===== config.mk =====
export PLATFORM = sky130hd
export DESIGN_NAME = slot_count_gen
export DESIGN_NICKNAME = d
export VERILOG_FILES = /design/src/rtl/slot_count_gen.sv
export SDC_FILE = /design/constraint.sdc
export NUM_CORES = 1
export LEC_CHECK = 0
export BUFFER_PORTS_ARGS = -buffer_cell sky130_fd_sc_hd__buf_2
export CORE_AREA = 2 2 47 53
export CTS_CLUSTER_DIAMETER = 150
export DETAILED_ROUTE_END_ITERATION = 12
export DIE_AREA = 0 0 49 55
export GPL_TIMING_DRIVEN = 1
export PLACE_DENSITY = 0.73
export SLEW_MARGIN = 25
export SYNTH_ARGS = -nofsm -noshare
export SYNTH_HDL_FRONTEND = slang
export SYNTH_SLANG_ARGS = --single-unit

===== constraint.sdc =====
create_clock -name clk -period 2.6 [get_ports clk]
set_input_delay 0.52 -clock clk [delete_from_list [all_inputs] [get_ports clk]]
set_output_delay 0.52 -clock clk [all_outputs]
set_load 0.05 [all_outputs]

===== src/rtl/slot_count_gen.sv =====
// slot_count_gen
// Sequencer that steps the 8-bit count fed to the slot address decoder from
// 0 to COUNT_MAX, one step every PRESCALE clocks. It also tracks which
// SLOT_LEN-long slot the count is in and reports run status.
//
// Ports:
//   clk         system clock, rising edge
//   rst         asynchronous active-high reset
//   start       begin a sequence when idle (ignored while running)
//   stop        abort a running sequence; wins over a coincident step
//   loop        wrap to 0 after COUNT_MAX instead of finishing (sampled at wrap)
//   count       current count value
//   slot        floor(count / SLOT_LEN) mod 16, tracked incrementally
//   slot_strobe one-cycle pulse on the edge a new slot begins
//   busy        high while running
//   done        one-cycle pulse when a non-looping sequence completes
module slot_count_gen #(
  parameter int unsigned PRESCALE  = 1,
  parameter int unsigned COUNT_MAX = 197,
  parameter int unsigned SLOT_LEN  = 13
) (
  input  logic       clk,
  input  logic       rst,
  input  logic       start,
  input  logic       stop,
  input  logic       loop,
  output logic [7:0] count,
  output logic [3:0] slot,
  output logic       slot_strobe,
  output logic       busy,
  output logic       done
);

  localparam int unsigned PW = (PRESCALE > 1) ? $clog2(PRESCALE) : 1;
  localparam int unsigned SW = (SLOT_LEN > 1) ? $clog2(SLOT_LEN) : 1;
  localparam logic [PW-1:0] PRESC_LAST = PW'(PRESCALE - 1);
  localparam logic [SW-1:0] POS_LAST   = SW'(SLOT_LEN - 1);
  localparam logic [7:0]    CMAX       = 8'(COUNT_MAX);

  typedef enum logic {IDLE, RUN} state_t;

  state_t        state, state_n;
  logic [PW-1:0] presc, presc_n;
  logic [SW-1:0] pos, pos_n;
  logic [7:0]    count_n;
  logic [3:0]    slot_n;
  logic          strobe_n, busy_n, done_n;

  always_ff @(posedge clk or posedge rst) begin
    if (rst) begin
      state       <= IDLE;
      presc       <= '0;
      pos         <= '0;
      count       <= '0;
      slot        <= '0;
      slot_strobe <= 1'b0;
      busy        <= 1'b0;
      done        <= 1'b0;
    end else begin
      state       <= state_n;
      presc       <= presc_n;
      pos         <= pos_n;
      count       <= count_n;
      slot        <= slot_n;
      slot_strobe <= strobe_n;
      busy        <= busy_n;
      done        <= done_n;
    end
  end

  always_comb begin
    state_n  = state;
    presc_n  = presc;
    pos_n    = pos;
    count_n  = count;
    slot_n   = slot;
    strobe_n = 1'b0;
    busy_n   = busy;
    done_n   = 1'b0;

    unique case (state)
      IDLE: begin
        if (start && !stop) begin
          state_n  = RUN;
          presc_n  = '0;
          pos_n    = '0;
          count_n  = '0;
          slot_n   = '0;
          strobe_n = 1'b1;
          busy_n   = 1'b1;
        end
      end

      RUN: begin
        if (stop) begin
          // Abort freezes count/slot/position where they are.
          state_n = IDLE;
          busy_n  = 1'b0;
        end else if (presc != PRESC_LAST) begin
          presc_n = presc + PW'(1);
        end else begin
          presc_n = '0;
          if (count < CMAX) begin
            count_n = count + 8'd1;
            if (pos == POS_LAST) begin
              pos_n    = '0;
              slot_n   = slot + 4'd1;
              strobe_n = 1'b1;
            end else begin
              pos_n = pos + SW'(1);
            end
          end else if (loop) begin
            count_n  = '0;
            slot_n   = '0;
            pos_n    = '0;
            strobe_n = 1'b1;
          end else begin
            state_n = IDLE;
            busy_n  = 1'b0;
            done_n  = 1'b1;
          end
        end
      end

      default: state_n = IDLE;
    endcase
  end

endmodule


; Word level (Yosys, flattened, before mapping)
; Cells that the tools add are included.
[word_totals]
memories = 0
elab_cells = 73
ram_bits = 0
ff_bits = 21
romBits = 0
in_bits = 5
output_inout_bits = 15
latch_bits = 0
[op_classes]
n_lt_le_gt_ge = 1
div_mod_pow = 0
addsub = 4
n_mul = 0
n_reduce_logical = 6
bitwise_logic = 1
eq_ne = 9
shifts = 0
n_mux = 44
[ops]
columns = cell, n
row1 = $mux 4, 10
row2 = $mux 8, 5
row3 = $mux 1, 22
row4 = $pmux 4 s2, 2
row5 = $pmux 8 s2, 1
row6 = $ne 3x3->1 const B, 3
row7 = $add 4x1->4 const B, 2
row8 = $add 8x1->8 const B, 1
row9 = $lt 8x8->1 const B, 1
row10 = $pmux 1 s2, 4
row11 = $reduce_and 4->1, 2
row12 = $ne 2x2->1 const B, 3
row13 = $ne 3x2->1 const B, 2
row14 = $reduce_and 5->1, 1
row15 = $eq 4x4->1 const B, 1
row16 = $reduce_and 2->1, 1
row17 = $add 1x1->1 const B, 1
row18 = $logic_and 1x1->1, 1
row19 = $logic_not 1->1, 1
row20 = $not 1->1, 1

; Logic depth before layout (Yosys ltp)
; Gate-level depths: netlist (run 1).
[depth]
ltp_word = 6
mapped_depth = 9

; Worst setup path before layout (run 1)
; No wires, ideal clock.
[synth_path]
kind = reg2reg
start = register count[0]
end = register slot[3]
stages_incl_launch_ff = 9
synth_period_minus_slack_ns = 2.237
required_time_ns = 2.470
slack_ns = 0.363
t_arrival_ns = 2.107
path_cell_list = dfrtp_1 inv_1 ha_1 nor2b_1 o211ai_2 o22ai_1 nand2b_1 buf_6 o221ai_2
[synth_via]
elab_chain_len = 5
[synth_rtl]
columns = element, line
row1 = from (decl), 27  ; output logic [7:0] count,
row2 = from (signal assigned), 63  ; count <= count_n;
row3 = $lt 8x8->1 (*), 103  ; if (count < CMAX) begin
row4 = $mux 4, 103
row5 = $mux 4, 99  ; end else if (presc != PRESC_LAST) begin
row6 = $mux 4, 95  ; if (stop) begin
row7 = $pmux 4 s2, 81  ; unique case (state)
row8 = to (signal assigned), 64  ; slot <= slot_n;
row9 = to (decl), 28  ; output logic [3:0] slot,
; Mark *: on every way between the ends. The rest lies on a longest branch, timed or not. The select of a mux whose other input is x is not followed.
; A chain may end at the register's enable or synchronous reset.

; Final worst setup path (run 1)
[layout_path]
start = register count[0]
end = register slot[1]
; The elaborated chain is that of the path after synthesis.

==> results of run 1 <==
-- cells in the final DEF, fill, tap and decap left out --
cell                       Yosys  final
sky130_fd_sc_hd__and4b_1       1      1
sky130_fd_sc_hd__clkbuf_4      0      3
sky130_fd_sc_hd__buf_2         0     19
sky130_fd_sc_hd__nor2b_1       2      2
sky130_fd_sc_hd__clkbuf_8      0      1
sky130_fd_sc_hd__a41oi_1       1      1
sky130_fd_sc_hd__nor3_1        5      5
sky130_fd_sc_hd__nand4_1       2      2
sky130_fd_sc_hd__dfrtp_1      20     20
sky130_fd_sc_hd__nand2b_1      3      3
sky130_fd_sc_hd__nand3_4       1      1
sky130_fd_sc_hd__clkinv_8      1      1
sky130_fd_sc_hd__o221ai_2      1      1
sky130_fd_sc_hd__a22o_1        1      1
sky130_fd_sc_hd__nand2_1       9      9
sky130_fd_sc_hd__and2_1        3      3
sky130_fd_sc_hd__o32ai_1       1      1
sky130_fd_sc_hd__or2_1         1      1
sky130_fd_sc_hd__inv_1        10     10
sky130_fd_sc_hd__xnor2_1       6      6
sky130_fd_sc_hd__nand3_1       4      4
sky130_fd_sc_hd__or3_4         1      1
sky130_fd_sc_hd__o21bai_1      2      2
sky130_fd_sc_hd__mux2i_1       1      1
sky130_fd_sc_hd__o21a_4        1      1
sky130_fd_sc_hd__or3_1         1      1
sky130_fd_sc_hd__a22o_2        1      1
sky130_fd_sc_hd__o31ai_1       1      1
sky130_fd_sc_hd__nor2_1        9      9
sky130_fd_sc_hd__a21oi_1       1      1
sky130_fd_sc_hd__o211ai_2      1      1
sky130_fd_sc_hd__o22ai_1       3      3
sky130_fd_sc_hd__nor3b_1       2      2
sky130_fd_sc_hd__and3_1        2      2
sky130_fd_sc_hd__o21ai_0       2      2
sky130_fd_sc_hd__ha_1          5      5
-- logic make-up after synthesis --
kind of cell,count (synthesis)
mux,1
simple gates,46
xor+xnor,6
buf+inv,13
fa+ha+maj,5
flops,20
compound gates,16
-- power by group through the flow --
stage	Combinational, mW	Clock [mW]	Sequential, mW
2_1_floorplan	0.0720	0	0.422
3_3_place_gp	0.161	0	0.367
3_5_place_dp	0.162	0	0.370
4_1_cts	0.163	0.184	0.364
5_1_grt	0.178	0.199	0.368
6_report	0.162	0.178	0.364
-- critical path: stages, from the launching register on --
cell                       delay, ns
sky130_fd_sc_hd__dfrtp_1        0.46
sky130_fd_sc_hd__inv_1          0.09
sky130_fd_sc_hd__ha_1           0.20
sky130_fd_sc_hd__nor2b_1        0.22
sky130_fd_sc_hd__o211ai_2       0.21
sky130_fd_sc_hd__o22ai_1        0.42
sky130_fd_sc_hd__nand2b_1       0.36
sky130_fd_sc_hd__o22ai_1        0.13
-- state kept, by name, summed over array words and instances, names as in the netlist --
name,flops
count,8
pos,4
slot,4
busy,1
done,1
slot_strobe,1
state,1
-- path summary, 6_finish.rpt --
check	cells after the start	start	slack [ns]	to
max in group asynchronous	2	rst	1.77	count[1]
worst min register to register	1	slot[0]	0.54	slot[0]
worst max register to register	7	count[0]	0.39	slot[1]
worst min-delay path	2	rst	0.34	busy
worst max-delay path	7	count[0]	0.39	slot[1]
min in group clk	2	stop	0.46	busy
-- per-stage QoR --
step / utilization / total power [mW]
2_1_floorplan: - / 0.494
3_3_place_gp: 0.550 / 0.527
3_5_place_dp: 0.550 / 0.532
4_1_cts: 0.566 / 0.711
5_1_grt: 0.566 / 0.745
6_report: 0.566 / 0.703
-- layer usage --
layer	wire length [um]	track usage
met2	1100	0.347
met3	95	0.0269
met5	0	0
met1	855	0.210
met4	19	0.100
-- area by class of cell --
| class | count | area share |
|---|---|---|
| clock buffer | 4 | 0.0293 |
| sequential | 20 | 0.404 |
| inverter | 11 | 0.0435 |
| multi-input combinational | 74 | 0.416 |
| tap | 30 | 0.0303 |
| timing repair buffer | 19 | 0.0768 |
==> flow_summary.html, run 1 <==
<table>
<tr><th>Metric</th><th>Value</th></tr>
<tr><th colspan="2">CTS</th></tr>
<tr><td>Clock insertion delay at the later pin of the skew report</td><td>0.29 ns</td></tr>
<tr><td>Number of buffers inserted by hold repair at cts</td><td>0</td></tr>
<tr><td>Number of H-tree levels</td><td>1</td></tr>
<tr><td>Quantity of gates resized following cts</td><td>0</td></tr>
<tr><td>Sink Count</td><td>20</td></tr>
<tr><td>TritonCTS clock tree</td><td>done</td></tr>
<tr><td>Clock Tree Root</td><td>sky130_fd_sc_hd__clkbuf_4</td></tr>
<tr><td>CTS clk-pin slew, worst paths</td><td>0.11 ns</td></tr>
<tr><td>Number of buffers on the longest clock path</td><td>2</td></tr>
<tr><td>TritonCTS buffer count</td><td>3</td></tr>
<tr><td>Number of setup buffers added after CTS</td><td>0</td></tr>
<tr><th colspan="2">Synth</th></tr>
<tr><td>Synthesized-area fraction occupied by xor and xnor cells</td><td>0.0482</td></tr>
<tr><td>Syn Nets</td><td>approximately 120</td></tr>
<tr><td>Synth Area in Compound Gates</td><td>0.124</td></tr>
<tr><td>Most numerous cell types in the synthesized netlist</td><td>sky130_fd_sc_hd__dfrtp_1 (20), sky130_fd_sc_hd__inv_1 (10), sky130_fd_sc_hd__nand2_1 (9), sky130_fd_sc_hd__nor2_1 (9), sky130_fd_sc_hd__xnor2_1 (6)</td></tr>
<tr><td>Mean cell area of the mapped netlist</td><td>just over 10 sq um</td></tr>
<tr><td>Top post-synthesis cells by area</td><td>sky130_fd_sc_hd__dfrtp_1 (46%), sky130_fd_sc_hd__ha_1 (5.7%), sky130_fd_sc_hd__xnor2_1 (4.8%)</td></tr>
<tr><td>Most used standard cell by instance count after synthesis</td><td>sky130_fd_sc_hd__dfrtp_1</td></tr>
<tr><td>Multiplexer fraction of the synthesized cell area</td><td>0.00917</td></tr>
<tr><td>Dominant combinational cell family by area after synthesis</td><td>simple AND/OR/NAND/NOR gates</td></tr>
<tr><td>Cell area after synthesis</td><td>0.00109 sq mm</td></tr>
<tr><td>Count of different cell masters after synthesis</td><td>34</td></tr>
<tr><td>Number of standard cells after synthesis</td><td>107</td></tr>
<tr><td>Number of enable flip-flop cells after synthesis</td><td>0</td></tr>
<tr><td>Share of synthesized area occupied by flip-flops and latches</td><td>0.459</td></tr>
<tr><td>Adder and majority cell fraction of the synthesized area</td><td>0.0573</td></tr>
<tr><td>Area leader, netlist</td><td>sky130_fd_sc_hd__dfrtp_1</td></tr>
<tr><td>Simple-gate share of the synthesized area</td><td>0.233</td></tr>
<tr><td>Synth Warn #</td><td>0</td></tr>
<tr><td>Share of flip-flops with an asynchronous set or reset after synthesis</td><td>1.00</td></tr>
<tr><td>Flip-flop and latch count after synthesis</td><td>20</td></tr>
<tr><td>Ys flop type</td><td>sky130_fd_sc_hd__dfrtp_1</td></tr>
<tr><td>Fraction of post-synthesis cell area in the top cell type by area</td><td>0.459</td></tr>
<tr><th colspan="2">Worst setup path</th></tr>
<tr><td>Kind of start point of the critical path</td><td>flip-flop</td></tr>
<tr><td>Crit end category</td><td>flip-flop</td></tr>
<tr><td>Critical setup path kind</td><td>flip-flop to flip-flop</td></tr>
<tr><td>Critical Path RT</td><td>about 2.8 ns</td></tr>
<tr><td>Worst-path fanout max</td><td>8</td></tr>
<tr><td>Signal arrival time at the worst endpoint</td><td>~2.4 ns</td></tr>
<tr><th colspan="2">Floorplan</th></tr>
<tr><td># IOs</td><td>20</td></tr>
<tr><td>Overall die width</td><td>between 40 and 50 um</td></tr>
<tr><td>Core region area</td><td>0.00218 sq mm</td></tr>
<tr><td>Number of rows in the core area</td><td>18</td></tr>
<tr><td>Height of the chip</td><td>55 um</td></tr>
<tr><td>Initial core utilization</td><td>0.499</td></tr>
<tr><td>Die Footprint</td><td>around 0.0027 sq mm</td></tr>
<tr><th colspan="2">Timing</th></tr>
<tr><td>Final number of hold-violating endpoints</td><td>0</td></tr>
<tr><td>Share of the cycle needed by the critical path after routing</td><td>0.850</td></tr>
<tr><td>Setup repair after global routing missed its margin</td><td>false</td></tr>
<tr><td>Period minus WS final</td><td>~2.2 ns</td></tr>
<tr><td>Worst clock skew</td><td>0.00174 ns</td></tr>
<tr><td>Number of slew-limit violations in the final report</td><td>0</td></tr>
<tr><td>Actual slew at the worst max-slew pin</td><td>roughly 0.78 ns</td></tr>
<tr><td>Worst setup margin</td><td>~0.39 ns</td></tr>
<tr><td>Final setup fails</td><td>0</td></tr>
<tr><td>Total Neg Setup Slack</td><td>0 ns</td></tr>
<tr><td>Max-Slew Margin vs Limit</td><td>0.482</td></tr>
<tr><td>Fmax achieved</td><td>approximately 0.45 GHz</td></tr>
<tr><td>Worst hold slack</td><td>between 0.3 and 0.4 ns</td></tr>
<tr><th colspan="2">Pwr</th></tr>
<tr><td>Portion of total power attributed to sequential cells</td><td>0.517</td></tr>
<tr><td>Proportion of power drawn by combinational gates</td><td>0.230</td></tr>
<tr><td>Switching Share</td><td>0.333</td></tr>
<tr><td>Internal power summed over all cells</td><td>0.469 mW</td></tr>
<tr><td>Share of total power in the clock network</td><td>0.253</td></tr>
<tr><td>Leak</td><td>0.611 nW</td></tr>
<tr><td>Areal power density over the cells</td><td>between 500 and 600 mW/mm^2</td></tr>
<tr><td>Switching power of the nets</td><td>0.234 mW</td></tr>
<tr><td>Peak VDD IR</td><td>about 0.36 mV</td></tr>
<tr><th colspan="2">GRT</th></tr>
<tr><td>Tot GR Track Use</td><td>0.185</td></tr>
<tr><td>Total grt overflow</td><td>0</td></tr>
<tr><td>Largest net degree at the start of global routing</td><td>21</td></tr>
<tr><td>Via count of the first global-routing pass</td><td>around 840</td></tr>
<tr><td>First-pass GRT wire length</td><td>around 3700 um</td></tr>
<tr><td>Number of antenna violations at the first check in global routing</td><td>0</td></tr>
<tr><th colspan="2">Finish</th></tr>
<tr><td>Share of final-layout standard cells stronger than drive strength 1</td><td>0.234</td></tr>
<tr><td>Number of antenna diodes</td><td>0</td></tr>
<tr><td>Layout Cells excl Fill</td><td>~160</td></tr>
<tr><td>Footprint of the multi-input gates</td><td>between 500 and 600 sq um</td></tr>
<tr><td>Fill cell instance count of the final layout</td><td>~220</td></tr>
<tr><td>Area added between synthesis and finish</td><td>13.4%</td></tr>
<tr><td>Footprint of the flip-flops and latches</td><td>500 sq um</td></tr>
<tr><td>NumNets Final</td><td>139</td></tr>
<tr><td>Post-layout instance area</td><td>0.00124 sq mm</td></tr>
<tr><th colspan="2">Routing</th></tr>
<tr><td>Violation count after the first detailed-route iteration</td><td>16</td></tr>
<tr><td>Total Routed Length</td><td>between 2000 and 2500 um</td></tr>
<tr><td>Number of detailed-route iterations in the first pass</td><td>4</td></tr>
<tr><td>Total number of vias</td><td>roughly 840</td></tr>
<tr><td>Antenna-violating nets left</td><td>0</td></tr>
<tr><td>WL/cell</td><td>around 13 um</td></tr>
<tr><td>DRC violations left</td><td>0</td></tr>
<tr><td>Post-DR vias/cell</td><td>roughly 5.3</td></tr>
<tr><th colspan="2">Placement</th></tr>
<tr><td>Instance area at placement</td><td>between 0.001 and 0.0015 sq mm</td></tr>
<tr><td>Setup WS pre-CTS</td><td>0.408 ns</td></tr>
<tr><td>Hpwl dp</td><td>between 1500 and 2000 um</td></tr>
<tr><td>Weighted congestion at the end of routability-driven global placement</td><td>0.799</td></tr>
<tr><td>Count of placed standard cells including taps</td><td>154</td></tr>
<tr><td>Number of buffer cells added on primary ports</td><td>19</td></tr>
<tr><th colspan="2">Run</th></tr>
<tr><td>Max-Cap Viols</td><td>0</td></tr>
<tr><th colspan="2">Min path</th></tr>
<tr><td>Type of the tightest min-delay check</td><td>primary input to asynchronous set/reset pin</td></tr>
<tr><th colspan="2">Run status</th></tr>
<tr><td>Outcome</td><td>completed</td></tr>
</table>
No activity file was read; power rests on OpenSTA's default activity.
==> run 2, diff against run 1 <==
--- a/config.mk
+++ b/config.mk
@@ -8,4 +8,5 @@
 export BUFFER_PORTS_ARGS = -buffer_cell sky130_fd_sc_hd__buf_2
 export CORE_AREA = 2 2 47 53
+export CTS_BUF_LIST = sky130_fd_sc_hd__clkbuf_16
 export CTS_CLUSTER_DIAMETER = 150
 export DETAILED_ROUTE_END_ITERATION = 12
==> constraint.sdc (replaced) <==
create_clock -name clk -period 2.6 [get_ports clk]
set_input_delay 0.52 -clock clk [delete_from_list [all_inputs] [get_ports clk]]
set_output_delay 0.52 -clock clk [all_outputs]
set_load 0.02 [all_outputs]
==> flow_summary.html, run 2 (synthesis results as in run 1) <==
<table>
<tr><th>Metric</th><th>Value</th></tr>
<tr><th colspan="2">Run status</th></tr>
<tr><td>Outcome</td><td>completed</td></tr>
<tr><th colspan="2">Timing</th></tr>
<tr><td>Max-Slew Margin vs Limit</td><td>0.480 (-0.00180)</td></tr>
<tr><td>Actual slew at the worst max-slew pin</td><td>0.779 ns (+0.00269 ns)</td></tr>
<tr><td>Worst clock skew</td><td>0.00141 ns (-0.000332 ns)</td></tr>
<tr><td>Setup repair after global routing missed its margin</td><td>false</td></tr>
<tr><td>Final setup fails</td><td>0 (unchanged)</td></tr>
<tr><td>Period minus WS final</td><td>2.19 ns (-0.0229 ns)</td></tr>
<tr><td>Number of slew-limit violations in the final report</td><td>0 (unchanged)</td></tr>
<tr><td>Fmax achieved</td><td>0.457 GHz (+1.0%)</td></tr>
<tr><td>Total Neg Setup Slack</td><td>0 ns (unchanged)</td></tr>
<tr><td>Share of the cycle needed by the critical path after routing</td><td>0.841 (-0.00882)</td></tr>
<tr><td>Final number of hold-violating endpoints</td><td>0 (unchanged)</td></tr>
<tr><td>Worst hold slack</td><td>0.407 ns (+0.0629 ns)</td></tr>
<tr><th colspan="2">Routing</th></tr>
<tr><td>Number of detailed-route iterations in the first pass</td><td>4 (unchanged)</td></tr>
<tr><td>Total number of vias</td><td>850 (+0.71%)</td></tr>
<tr><td>Violation count after the first detailed-route iteration</td><td>11 (-5)</td></tr>
<tr><td>WL/cell</td><td>13.7 um (+5.0%)</td></tr>
<tr><td>Antenna-violating nets left</td><td>0 (unchanged)</td></tr>
<tr><td>Total Routed Length</td><td>2170 um (+5.0%)</td></tr>
<tr><td>Post-DR vias/cell</td><td>5.38 (+0.71%)</td></tr>
<tr><td>DRC violations left</td><td>0 (unchanged)</td></tr>
<tr><th colspan="2">Placement</th></tr>
<tr><td>Weighted congestion at the end of routability-driven global placement</td><td>0.799 (unchanged)</td></tr>
<tr><td>Number of buffer cells added on primary ports</td><td>19 (unchanged)</td></tr>
<tr><td>Hpwl dp</td><td>1520 um (unchanged)</td></tr>
<tr><th colspan="2">GRT</th></tr>
<tr><td>Via count of the first global-routing pass</td><td>832 (-0.60%)</td></tr>
<tr><td>Total grt overflow</td><td>0 (unchanged)</td></tr>
<tr><td>Number of antenna violations at the first check in global routing</td><td>0 (unchanged)</td></tr>
<tr><td>First-pass GRT wire length</td><td>3770 um (+2.2%)</td></tr>
<tr><td>Largest net degree at the start of global routing</td><td>21 (unchanged)</td></tr>
<tr><td>Tot GR Track Use</td><td>0.195 (+0.00968)</td></tr>
<tr><th colspan="2">CTS</th></tr>
<tr><td>Number of buffers on the longest clock path</td><td>2 (unchanged)</td></tr>
<tr><td>Clock Tree Root</td><td>sky130_fd_sc_hd__clkbuf_16</td></tr>
<tr><td>Sink Count</td><td>20 (unchanged)</td></tr>
<tr><td>Number of H-tree levels</td><td>1 (unchanged)</td></tr>
<tr><td>Clock insertion delay at the later pin of the skew report</td><td>0.25 ns (-0.04 ns)</td></tr>
<tr><td>Quantity of gates resized following cts</td><td>0 (unchanged)</td></tr>
<tr><td>Number of setup buffers added after CTS</td><td>0 (unchanged)</td></tr>
<tr><td>Number of buffers inserted by hold repair at cts</td><td>0 (unchanged)</td></tr>
<tr><td>TritonCTS clock tree</td><td>done</td></tr>
<tr><td>CTS clk-pin slew, worst paths</td><td>0.05 ns (-0.06 ns)</td></tr>
<tr><td>TritonCTS buffer count</td><td>3 (unchanged)</td></tr>
<tr><th colspan="2">Worst setup path</th></tr>
<tr><td>Kind of start point of the critical path</td><td>flip-flop</td></tr>
<tr><td>CP Cell Sequence</td><td>inv_1 &gt; ha_1 &gt; nor2b_1 &gt; o211ai_2 &gt; o22ai_1 &gt; nand2b_1 &gt; mux2i_1</td></tr>
<tr><td>Worst-path fanout max</td><td>8 (unchanged)</td></tr>
<tr><td>Cell with the largest stage delay on the worst path</td><td>sky130_fd_sc_hd__dfrtp_1</td></tr>
<tr><td>Maximum single-stage delay on the critical path</td><td>0.44 ns (-0.02 ns)</td></tr>
<tr><td>Critical setup path kind</td><td>flip-flop to flip-flop</td></tr>
<tr><td>Critical Path RT</td><td>2.72 ns (-0.05 ns)</td></tr>
<tr><td>Crit end category</td><td>flip-flop</td></tr>
<tr><td>Signal arrival time at the worst endpoint</td><td>2.30 ns (-0.08 ns)</td></tr>
<tr><th colspan="2">Finish</th></tr>
<tr><td>Biggest register</td><td>count</td></tr>
<tr><td>Area added between synthesis and finish</td><td>17.3%</td></tr>
<tr><td>NumNets Final</td><td>139 (unchanged)</td></tr>
<tr><td>Number of antenna diodes</td><td>0 (unchanged)</td></tr>
<tr><td>Max FFs per register</td><td>8 (unchanged)</td></tr>
<tr><td>Share of final-layout standard cells stronger than drive strength 1</td><td>0.227 (-0.00781)</td></tr>
<tr><td>Top Registers</td><td>count: 8 flops, pos: 4 flops, slot: 4 flops</td></tr>
<tr><td>Leading cell type in the layout, fill and taps excluded</td><td>sky130_fd_sc_hd__dfrtp_1</td></tr>
<tr><td>Commonest non-fill, non-tap cells in the layout</td><td>sky130_fd_sc_hd__dfrtp_1 (20), sky130_fd_sc_hd__buf_2 (19), sky130_fd_sc_hd__inv_1 (10), sky130_fd_sc_hd__nand2_1 (9), sky130_fd_sc_hd__nor2_1 (9)</td></tr>
<tr><th colspan="2">Floorplan</th></tr>
<tr><td># IOs</td><td>20 (unchanged)</td></tr>
<tr><td>Core region area</td><td>0.00218 sq mm (unchanged)</td></tr>
<tr><td>Number of rows in the core area</td><td>18 (unchanged)</td></tr>
<tr><td>Height of the chip</td><td>55 um (unchanged)</td></tr>
<tr><td>Overall die width</td><td>49 um (unchanged)</td></tr>
<tr><td>Die Footprint</td><td>0.00270 sq mm (unchanged)</td></tr>
<tr><td>Initial core utilization</td><td>0.499 (unchanged)</td></tr>
<tr><th colspan="2">Run</th></tr>
<tr><td>Max-Cap Viols</td><td>0 (unchanged)</td></tr>
<tr><th colspan="2">Pwr</th></tr>
<tr><td>Peak VDD IR</td><td>0.446 mV (+24%)</td></tr>
<tr><td>Areal power density over the cells</td><td>625 mW/mm^2 (+10%)</td></tr>
<tr><td>Leak</td><td>0.628 nW (+2.9%)</td></tr>
<tr><th colspan="2">Min path</th></tr>
<tr><td>Type of the tightest min-delay check</td><td>primary input to asynchronous set/reset pin</td></tr>
</table>
==> run 2: area by class of cell <==
type | instances | area [sq um]
fillers | 216 | 905
clock inverters | 1 | 3.75
flip-flops and latches | 20 | 500
inverters | 11 | 53.8
clock buffers | 3 | 75.1
multi-input cells | 74 | 514
repair buffers | 19 | 95.1
well taps | 30 | 37.5
==> run 2: worst paths after layout <==
path                       startpoint       end  slack [ns]  depth (start not counted)
min                               rst      busy        0.41                          2
min in group clk                 stop      busy        0.52                          2
max reg2reg                  count[0]   slot[0]        0.41                          7
min reg2reg                   slot[0]   slot[0]        0.54                          1
max                          count[0]   slot[0]        0.41                          7
max in group asynchronous         rst  count[5]        1.71                          2
==> run 2: through the flow <==
step           total power [mW]  cells  utilization  setup WS [ns]  instance area, sq um
2_1_floorplan             0.456    107            -          0.594                  1090
6_report                  0.800    158        0.586          0.413                  1280
3_3_place_gp              0.489    154        0.550          0.504                  1200
3_5_place_dp              0.494    154        0.550          0.408                  1200
5_1_grt                   0.843    158        0.586          0.192                  1280
4_1_cts                   0.812    158        0.586          0.395                  1280
==> run 2: critical path: cells and delay by family, from the launching register on <==
kind | cells | cell delay, ns
muxes | 1 | 0.13
AOI/OAI and AO/OA | 2 | 0.63
DFF | 1 | 0.44
adders and majority gates | 1 | 0.20
and+or+nand+nor | 2 | 0.56
buffers and inverters | 1 | 0.09
==> run 2: where the power goes <==
part           total [mW]  internal (mW)  switching, mW
clock network       0.312          0.205          0.108
logic               0.123         0.0478         0.0756
registers           0.364          0.336         0.0282
==> run 2: layer usage <==
metal,vias to the layer above,wire (um),global-route usage,share of wire
met3,2,74,0.0188,0.034
met5,-,0,0,0
met4,0,19,0.129,0.0088
met1,411,938,0.224,0.43
met2,26,1140,0.358,0.52
li1,411,-,-,-
